**src/rtl/calc2_port_driver.sv**
```systemverilog
// calc2_port_driver
//
// Request-issue and response-tracking stage for one calc2 port. Accepts whole
// operations (command + two operands) on a valid/ready handshake. Serialises each
// one onto the DUT request pins as a two-cycle transfer:
//   - cycle 1: cmd, data1 and tag
//   - cycle 2: data2
// Tracks busy tags and returns each DUT response tagged with its original command.
//
// Optional feature: define CALC2_DRV_TIMEOUT_EN to enable per-tag watchdog counters.
// A tag that stays busy for TIMEOUT_CYCLES cycles is freed and reported with
// rsp_resp = 3.
//
// Ports:
//   c_clk, reset            clock; synchronous active-low reset
//   op_valid/op_ready       operation handshake; op_cmd, op_data1, op_data2 payload
//   req_cmd_in/data_in/tag  request pins driven into the DUT
//   out_resp/data/tag       response pins sampled from the DUT (out_resp 0 = none)
//   rsp_valid/resp/data/    one-cycle response pulse with the originating command
//     tag/cmd
//   outstanding             number of busy tags
//   err_spurious            sticky flag: a response arrived for a non-busy tag

module calc2_port_driver #(
  parameter int unsigned MAX_OUTSTANDING = 4,
  parameter int unsigned TIMEOUT_CYCLES  = 255
) (
  input  logic        c_clk,
  input  logic        reset,
  input  logic        op_valid,
  output logic        op_ready,
  input  logic [3:0]  op_cmd,
  input  logic [31:0] op_data1,
  input  logic [31:0] op_data2,
  output logic [3:0]  req_cmd_in,
  output logic [31:0] req_data_in,
  output logic [1:0]  req_tag_in,
  input  logic [1:0]  out_resp,
  input  logic [31:0] out_data,
  input  logic [1:0]  out_tag,
  output logic        rsp_valid,
  output logic [1:0]  rsp_resp,
  output logic [31:0] rsp_data,
  output logic [1:0]  rsp_tag,
  output logic [3:0]  rsp_cmd,
  output logic [2:0]  outstanding,
  output logic        err_spurious
);

  localparam int unsigned NumTags = 4;

  typedef enum logic [1:0] {StIdle, StCmd, StData2} state_e;

  state_e      state_q, state_d;
  logic        run_q;  // low until the first edge with reset released
  logic [3:0]  busy_q, busy_d;
  logic [3:0]  cmd_tbl_q [NumTags];
  logic [3:0]  cmd_q;
  logic [31:0] data1_q, data2_q;
  logic [1:0]  tag_q;
  logic        rsp_valid_q;
  logic [1:0]  rsp_resp_q, rsp_tag_q;
  logic [31:0] rsp_data_q;
  logic [3:0]  rsp_cmd_q;
  logic        err_q;

  logic        have_free;
  logic [1:0]  free_tag;
  logic        hs;
  logic        rsp_hit, rsp_spur;
  logic        exp_any;
  logic [1:0]  exp_tag;
  logic        rpt_to;

  // Lowest-index free tag among those in use, from the registered bitmap.
  always_comb begin
    have_free = 1'b0;
    free_tag  = '0;
    for (int i = int'(MAX_OUTSTANDING) - 1; i >= 0; i--) begin
      if (!busy_q[i]) begin
        have_free = 1'b1;
        free_tag  = 2'(i);
      end
    end
  end

  assign op_ready = run_q && (state_q != StCmd) && have_free;
  assign hs       = op_valid && op_ready;
  assign rsp_hit  = (out_resp != 2'd0) && busy_q[out_tag];
  assign rsp_spur = (out_resp != 2'd0) && !busy_q[out_tag];

`ifdef CALC2_DRV_TIMEOUT_EN
  localparam int unsigned CntW = $clog2(TIMEOUT_CYCLES + 1);

  logic [CntW-1:0] cnt_q [NumTags];

  // Counters saturate at the limit so an expiry blocked by a DUT response waits.
  always_ff @(posedge c_clk) begin
    for (int i = 0; i < int'(NumTags); i++) begin
      if (!reset) begin
        cnt_q[i] <= '0;
      end else if (hs && (free_tag == 2'(i))) begin
        cnt_q[i] <= '0;
      end else if (busy_q[i] && (cnt_q[i] != CntW'(TIMEOUT_CYCLES))) begin
        cnt_q[i] <= cnt_q[i] + 1'b1;
      end
    end
  end

  always_comb begin
    exp_any = 1'b0;
    exp_tag = '0;
    for (int i = int'(NumTags) - 1; i >= 0; i--) begin
      if (busy_q[i] && (cnt_q[i] == CntW'(TIMEOUT_CYCLES))) begin
        exp_any = 1'b1;
        exp_tag = 2'(i);
      end
    end
  end
`else
  logic unused_timeout;
  assign unused_timeout = ^TIMEOUT_CYCLES;
  assign exp_any        = 1'b0;
  assign exp_tag        = '0;
`endif

  // A genuine DUT response takes the response slot; an expiry waits a cycle.
  assign rpt_to = exp_any && !rsp_hit;

  always_comb begin
    busy_d = busy_q;
    if (rsp_hit) begin
      busy_d[out_tag] = 1'b0;
    end else if (rpt_to) begin
      busy_d[exp_tag] = 1'b0;
    end
    if (hs) begin
      busy_d[free_tag] = 1'b1;
    end
  end

  // Issue FSM: state register.
  always_ff @(posedge c_clk) begin
    if (!reset) begin
      state_q <= StIdle;
    end else begin
      state_q <= state_d;
    end
  end

  // Issue FSM: next state.
  always_comb begin
    state_d = state_q;
    unique case (state_q)
      StIdle:  state_d = hs ? StCmd : StIdle;
      StCmd:   state_d = StData2;
      StData2: state_d = hs ? StCmd : StIdle;
      default: state_d = StIdle;
    endcase
  end

  // Issue FSM: request pin outputs.
  always_comb begin
    req_cmd_in  = '0;
    req_data_in = '0;
    req_tag_in  = '0;
    unique case (state_q)
      StCmd: begin
        req_cmd_in  = cmd_q;
        req_data_in = data1_q;
        req_tag_in  = tag_q;
      end
      StData2: begin
        req_data_in = data2_q;
      end
      default: ;
    endcase
  end

  // Operation capture, tag tracking and response registers.
  always_ff @(posedge c_clk) begin
    if (!reset) begin
      run_q       <= 1'b0;
      busy_q      <= '0;
      cmd_q       <= '0;
      data1_q     <= '0;
      data2_q     <= '0;
      tag_q       <= '0;
      rsp_valid_q <= 1'b0;
      rsp_resp_q  <= '0;
      rsp_data_q  <= '0;
      rsp_tag_q   <= '0;
      rsp_cmd_q   <= '0;
      err_q       <= 1'b0;
      for (int i = 0; i < int'(NumTags); i++) begin
        cmd_tbl_q[i] <= '0;
      end
    end else begin
      run_q  <= 1'b1;
      busy_q <= busy_d;
      if (hs) begin
        cmd_q               <= op_cmd;
        data1_q             <= op_data1;
        data2_q             <= op_data2;
        tag_q               <= free_tag;
        cmd_tbl_q[free_tag] <= op_cmd;
      end
      rsp_valid_q <= rsp_hit || rpt_to;
      if (rsp_hit) begin
        rsp_resp_q <= out_resp;
        rsp_data_q <= out_data;
        rsp_tag_q  <= out_tag;
        rsp_cmd_q  <= cmd_tbl_q[out_tag];
      end else if (rpt_to) begin
        rsp_resp_q <= 2'd3;
        rsp_data_q <= '0;
        rsp_tag_q  <= exp_tag;
        rsp_cmd_q  <= cmd_tbl_q[exp_tag];
      end else begin
        rsp_resp_q <= '0;
        rsp_data_q <= '0;
        rsp_tag_q  <= '0;
        rsp_cmd_q  <= '0;
      end
      if (rsp_spur) begin
        err_q <= 1'b1;
      end
    end
  end

  always_comb begin
    outstanding = '0;
    for (int i = 0; i < int'(NumTags); i++) begin
      outstanding = outstanding + 3'(busy_q[i]);
    end
  end

  assign rsp_valid    = rsp_valid_q;
  assign rsp_resp     = rsp_resp_q;
  assign rsp_data     = rsp_data_q;
  assign rsp_tag      = rsp_tag_q;
  assign rsp_cmd      = rsp_cmd_q;
  assign err_spurious = err_q;

endmodule

```
**config.mk**
```make
export PLATFORM = sky130hd
export DESIGN_NAME = calc2_port_driver
export DESIGN_NICKNAME = d
export VERILOG_FILES = /design/src/rtl/calc2_port_driver.sv
export SDC_FILE = /design/constraint.sdc
export NUM_CORES = 1
export LEC_CHECK = 0
export BUFFER_PORTS_ARGS = -buffer_cell sky130_fd_sc_hd__buf_2
export CAP_MARGIN = 10
export CELL_PAD_IN_SITES_DETAIL_PLACEMENT = 0
export CELL_PAD_IN_SITES_GLOBAL_PLACEMENT = 1
export CORE_MARGIN = 2
export CORE_UTILIZATION = 34
export DETAILED_ROUTE_END_ITERATION = 12
export GPL_TIMING_DRIVEN = 0
export PLACE_DENSITY_LB_ADDON = 0.1
export SLEW_MARGIN = 20
export SYNTH_ARGS = -nofsm -noshare
export SYNTH_HDL_FRONTEND = slang
export SYNTH_SLANG_ARGS = --single-unit
```
**constraint.sdc**
```tcl
create_clock -name c_clk -period 2.17 [get_ports c_clk]
set_clock_uncertainty 0.15 [all_clocks]
set_input_delay 0.651 -clock c_clk [delete_from_list [all_inputs] [get_ports c_clk]]
set_output_delay 0.651 -clock c_clk [all_outputs]
set_load 0.005 [all_outputs]
```
==> impl_metrics.json <==
{
  "ys_seq_area_share_pct": 50.78,
  "ys_async_sr_fraction_pct": 0,
  "cts_sinks": 135,
  "initial_core_util_pct": 34.36,
  "post-route-min-period_ns": 2.696,
  "synthDistinctLibCells": 43,
  "drive_above_1_share_pct": 44.73,
  "min_path_cells": 1,
  "min_from": "reset",
  "fin_ws_ns": -0.5264,
  "powerDensity_mw_per_mm2": 747.2,
  "clock_latency_ns": 0.42,
  "hold_viol": 0,
  "drtAntennaViolNets": 0,
  "failed_checks": "setup timing",
  "hpwl_mm": 11.60,
  "area_growth_pct": 52.33,
  "cts_buffers": 17,
  "finalSetupTns_ns": -11.57,
  "cts_buffer_depth": 2,
  "drtIter0Drc": 171,
  "antenna_found_initial": 1,
  "crit_chain": "inv_4 -> fa_1 -> inv_2 -> ha_4 -> ha_4 -> buf_6",
  "die_w_um": 132.8,
  "htree_levels": 4,
  "reg2reg_depth": 7,
  "num_vias": 4866,
  "synth_top_area_cell": "dfxtp_1",
  "grt_pass1_vias": 4917,
  "placedCellCount": 978,
  "cts_tree": "yes",
  "status": "complete, but fails checks",
  "worst_pin_slew_ns": 0.5916,
  "synth_cells": 569,
  "grt_usage_pct": 19.28,
  "hold_buffers": 0,
  "synth-seq-cells": 135,
  "critPathSlowestCell": "fa_1",
  "worstSetupEndpointType": "output pin",
  "setup_viol": 42,
  "p_leak_uw": 0.003608,
  "final_net_count": 917,
  "clock.fmax_mhz": 370.9,
  "post_drt_wl_per_cell_um": 16.32,
  "max_stage_delay_ns": 0.55,
  "place.gp.congestion": 0.7593,
  "n_antenna_cell": 0,
  "hold_path.class": "in -> reg",
  "rows": 47,
  "ys_top_cells_by_area": "dfxtp_1, mux2i_1, nand2_1",
  "grt_max_degree": 17,
  "utilization_pct": 52.35,
  "slew_viol_final": 0,
  "reg2reg_from": "state_q[1]",
  "vdd_ir_drop_max_mv": 0.5682,
  "route.detailed.drc": 0,
  "crit_arrival_ns": 1.90,
  "required_ns": 1.37,
  "hold_end": "run_q",
  "grt_pass1_wl_mm": 26.31,
  "regToRegEndpoint": "cmd_tbl_q[2][0]",
  "worst-setup-path-type": "reg -> out",
  "grt_overflow": 0,
  "fp.coreArea_mm2": 0.01641,
  "syn_nets": 683,
  "synth_ff_type": "dfxtp_1",
  "die_area_mm2": 0.01763,
  "finalCritPeriodShare_pct": 124.3,
  "crit_top_cell": "ha_4",
  "port_buffers": 189,
  "cts.clk_slew.worst_paths_ns": 0.06,
  "drt_pass1_iterations": 5,
  "synth.top_cell.area_share_pct": 42.25,
  "regToRegSetupSlack_ns": 0.02,
  "post_synth.cell_area_avg_um2": 9.908,
  "synth_area_mm2": 0.005638,
  "rsz0062_at_grt": "true",
  "yosysWarningCount": 0,
  "maxSlewHeadroom_pct": 60.56,
  "routed_via_density": 4.697,
  "wl_mm": 16.91,
  "ioPinCount": 191,
  "p_total_uw": 6417,
  "fin_cells": 1036,
  "critPathLaunchType": "register",
  "whs_ns": 0.1955,
  "clock-root-buffer": "clkbuf_16",
  "fp.dieH_um": 132.8,
  "drv_cap": 0,
  "critical_path.max_fanout": 3,
  "synth_edf_count": 16
}
-- critical path: cells and delay by family (launching register included) --
kind	cells	cell delay, ns
flip-flops	1	0.35
buffers and inverters	3	0.20
adder cells (fa/ha/maj)	3	0.94
-- cell usage after synthesis, drive strengths merged, types with 3 or more instances --
master / count
dfxtp: 119
and2: 24
a22oi: 32
clkbuf: 27
nand2: 138
inv: 10
nor2b: 69
nor2: 4
buf: 15
ha: 6
mux2i: 65
mux2: 3
edfxtp: 16
mux4: 4
o2bb2ai: 4
o21ai: 5
-- how the worst max path moves through the flow --
| stage | startpoint | to | slack (ns) |
|---|---|---|---|
| 4_1_cts | busy_q[0] | outstanding[1] | -0.55 |
| 6_report | busy_q[3] | outstanding[1] | -0.53 |
| 2_1_floorplan | busy_q[3] | outstanding[1] | -0.004 |
| 3_3_place_gp | reset | cmd_tbl_q[3][0] | -0.52 |
| 3_5_place_dp | reset | cmd_tbl_q[3][0] | -0.56 |
| 5_1_grt | busy_q[3] | outstanding[1] | -0.58 |
-- cell families (layout without fill, tap and decap cells) --
group / Yosys count / after routing / synth area share, %
AO/OA/AOI/OAI: 55 / 55 / 7.679
AND/OR/NAND/NOR: 248 / 248 / 21.57
buffers and inverters: 52 / 299 / 4.550
adder cells (fa/ha/maj): 7 / 7 / 1.687
multiplexers: 72 / 72 / 13.74
flip-flops: 135 / 135 / 50.78
-- where the power goes --
group,switching [uW],internal [uW]
sequential,53.2,2620
combinational,317,342
clock,1130,1950
-- cell usage in the layout, fill, tap and decap left out, types with 3 or more instances in the layout --
cell type and instances:
clkbuf_16 28, mux4_2 4, inv_4 4, clkbuf_1 15, clkinv_4 4, and2_1 18
o21ai_0 3, nor2b_4 14, o2bb2ai_1 4, mux2_2 3, a22oi_1 3, nand2_1 138
mux2i_1 63, and2_4 6, dfxtp_4 5, buf_4 15, a22oi_2 29, buf_6 20
clkinv_2 3, buf_12 5, buf_2 183, nor2b_1 53, bufinv_16 3, inv_1 4
nor2_1 3, edfxtp_1 16, dfxtp_1 113, buf_8 8, ha_4 5
-- flip-flops by register name (all words and copies together), names as in the netlist --
register	flops
busy_q	4
cmd_q	4
cmd_tbl_q	16
data1_q	32
data2_q	32
err_spurious	1
rsp_cmd	4
rsp_data	32
rsp_resp	2
rsp_tag	2
rsp_valid	1
run_q	1
state_q	2
tag_q	2
-- layer usage --
metal	part of all wire, %	global-route usage, %	vias up	wire length [um]
met5	0.077	0	-	13
met4	1.6	6.750	2	276
met3	5.6	5.249	24	942
met2	49	33.56	153	8354
met1	43	22.86	2300	7322
li1	-	-	2387	-
-- stage by stage --
stage               cell area, um2  worst slack [ns]
global route                  8588           -0.5782
detailed placement            6883           -0.5594
CTS                           8288           -0.5474
floorplan                     5662         -0.003686
global placement              6883           -0.5171
finish                        8588           -0.5264
-- timing repair --
item | 4_1_cts | 5_1_grt
gates cloned | 5 | 2
endpoints found under the setup margin | 62 | 73
gates resized for setup | 126 | 54
pin swaps | 21 | 25
buffers inserted | 12 | 10
-- cell type report --
cell class,instances,area [um2]
clock inverter,13,165.2
timing repair buffer,217,1333
sequential,135,2883
fill,1539,7819
inverter,10,47.55
clock buffer,19,475.5
tap,220,275.3
multi-input combinational,382,2954
buffer,40,455.4
No activity file was read; power rests on OpenSTA's default activity.
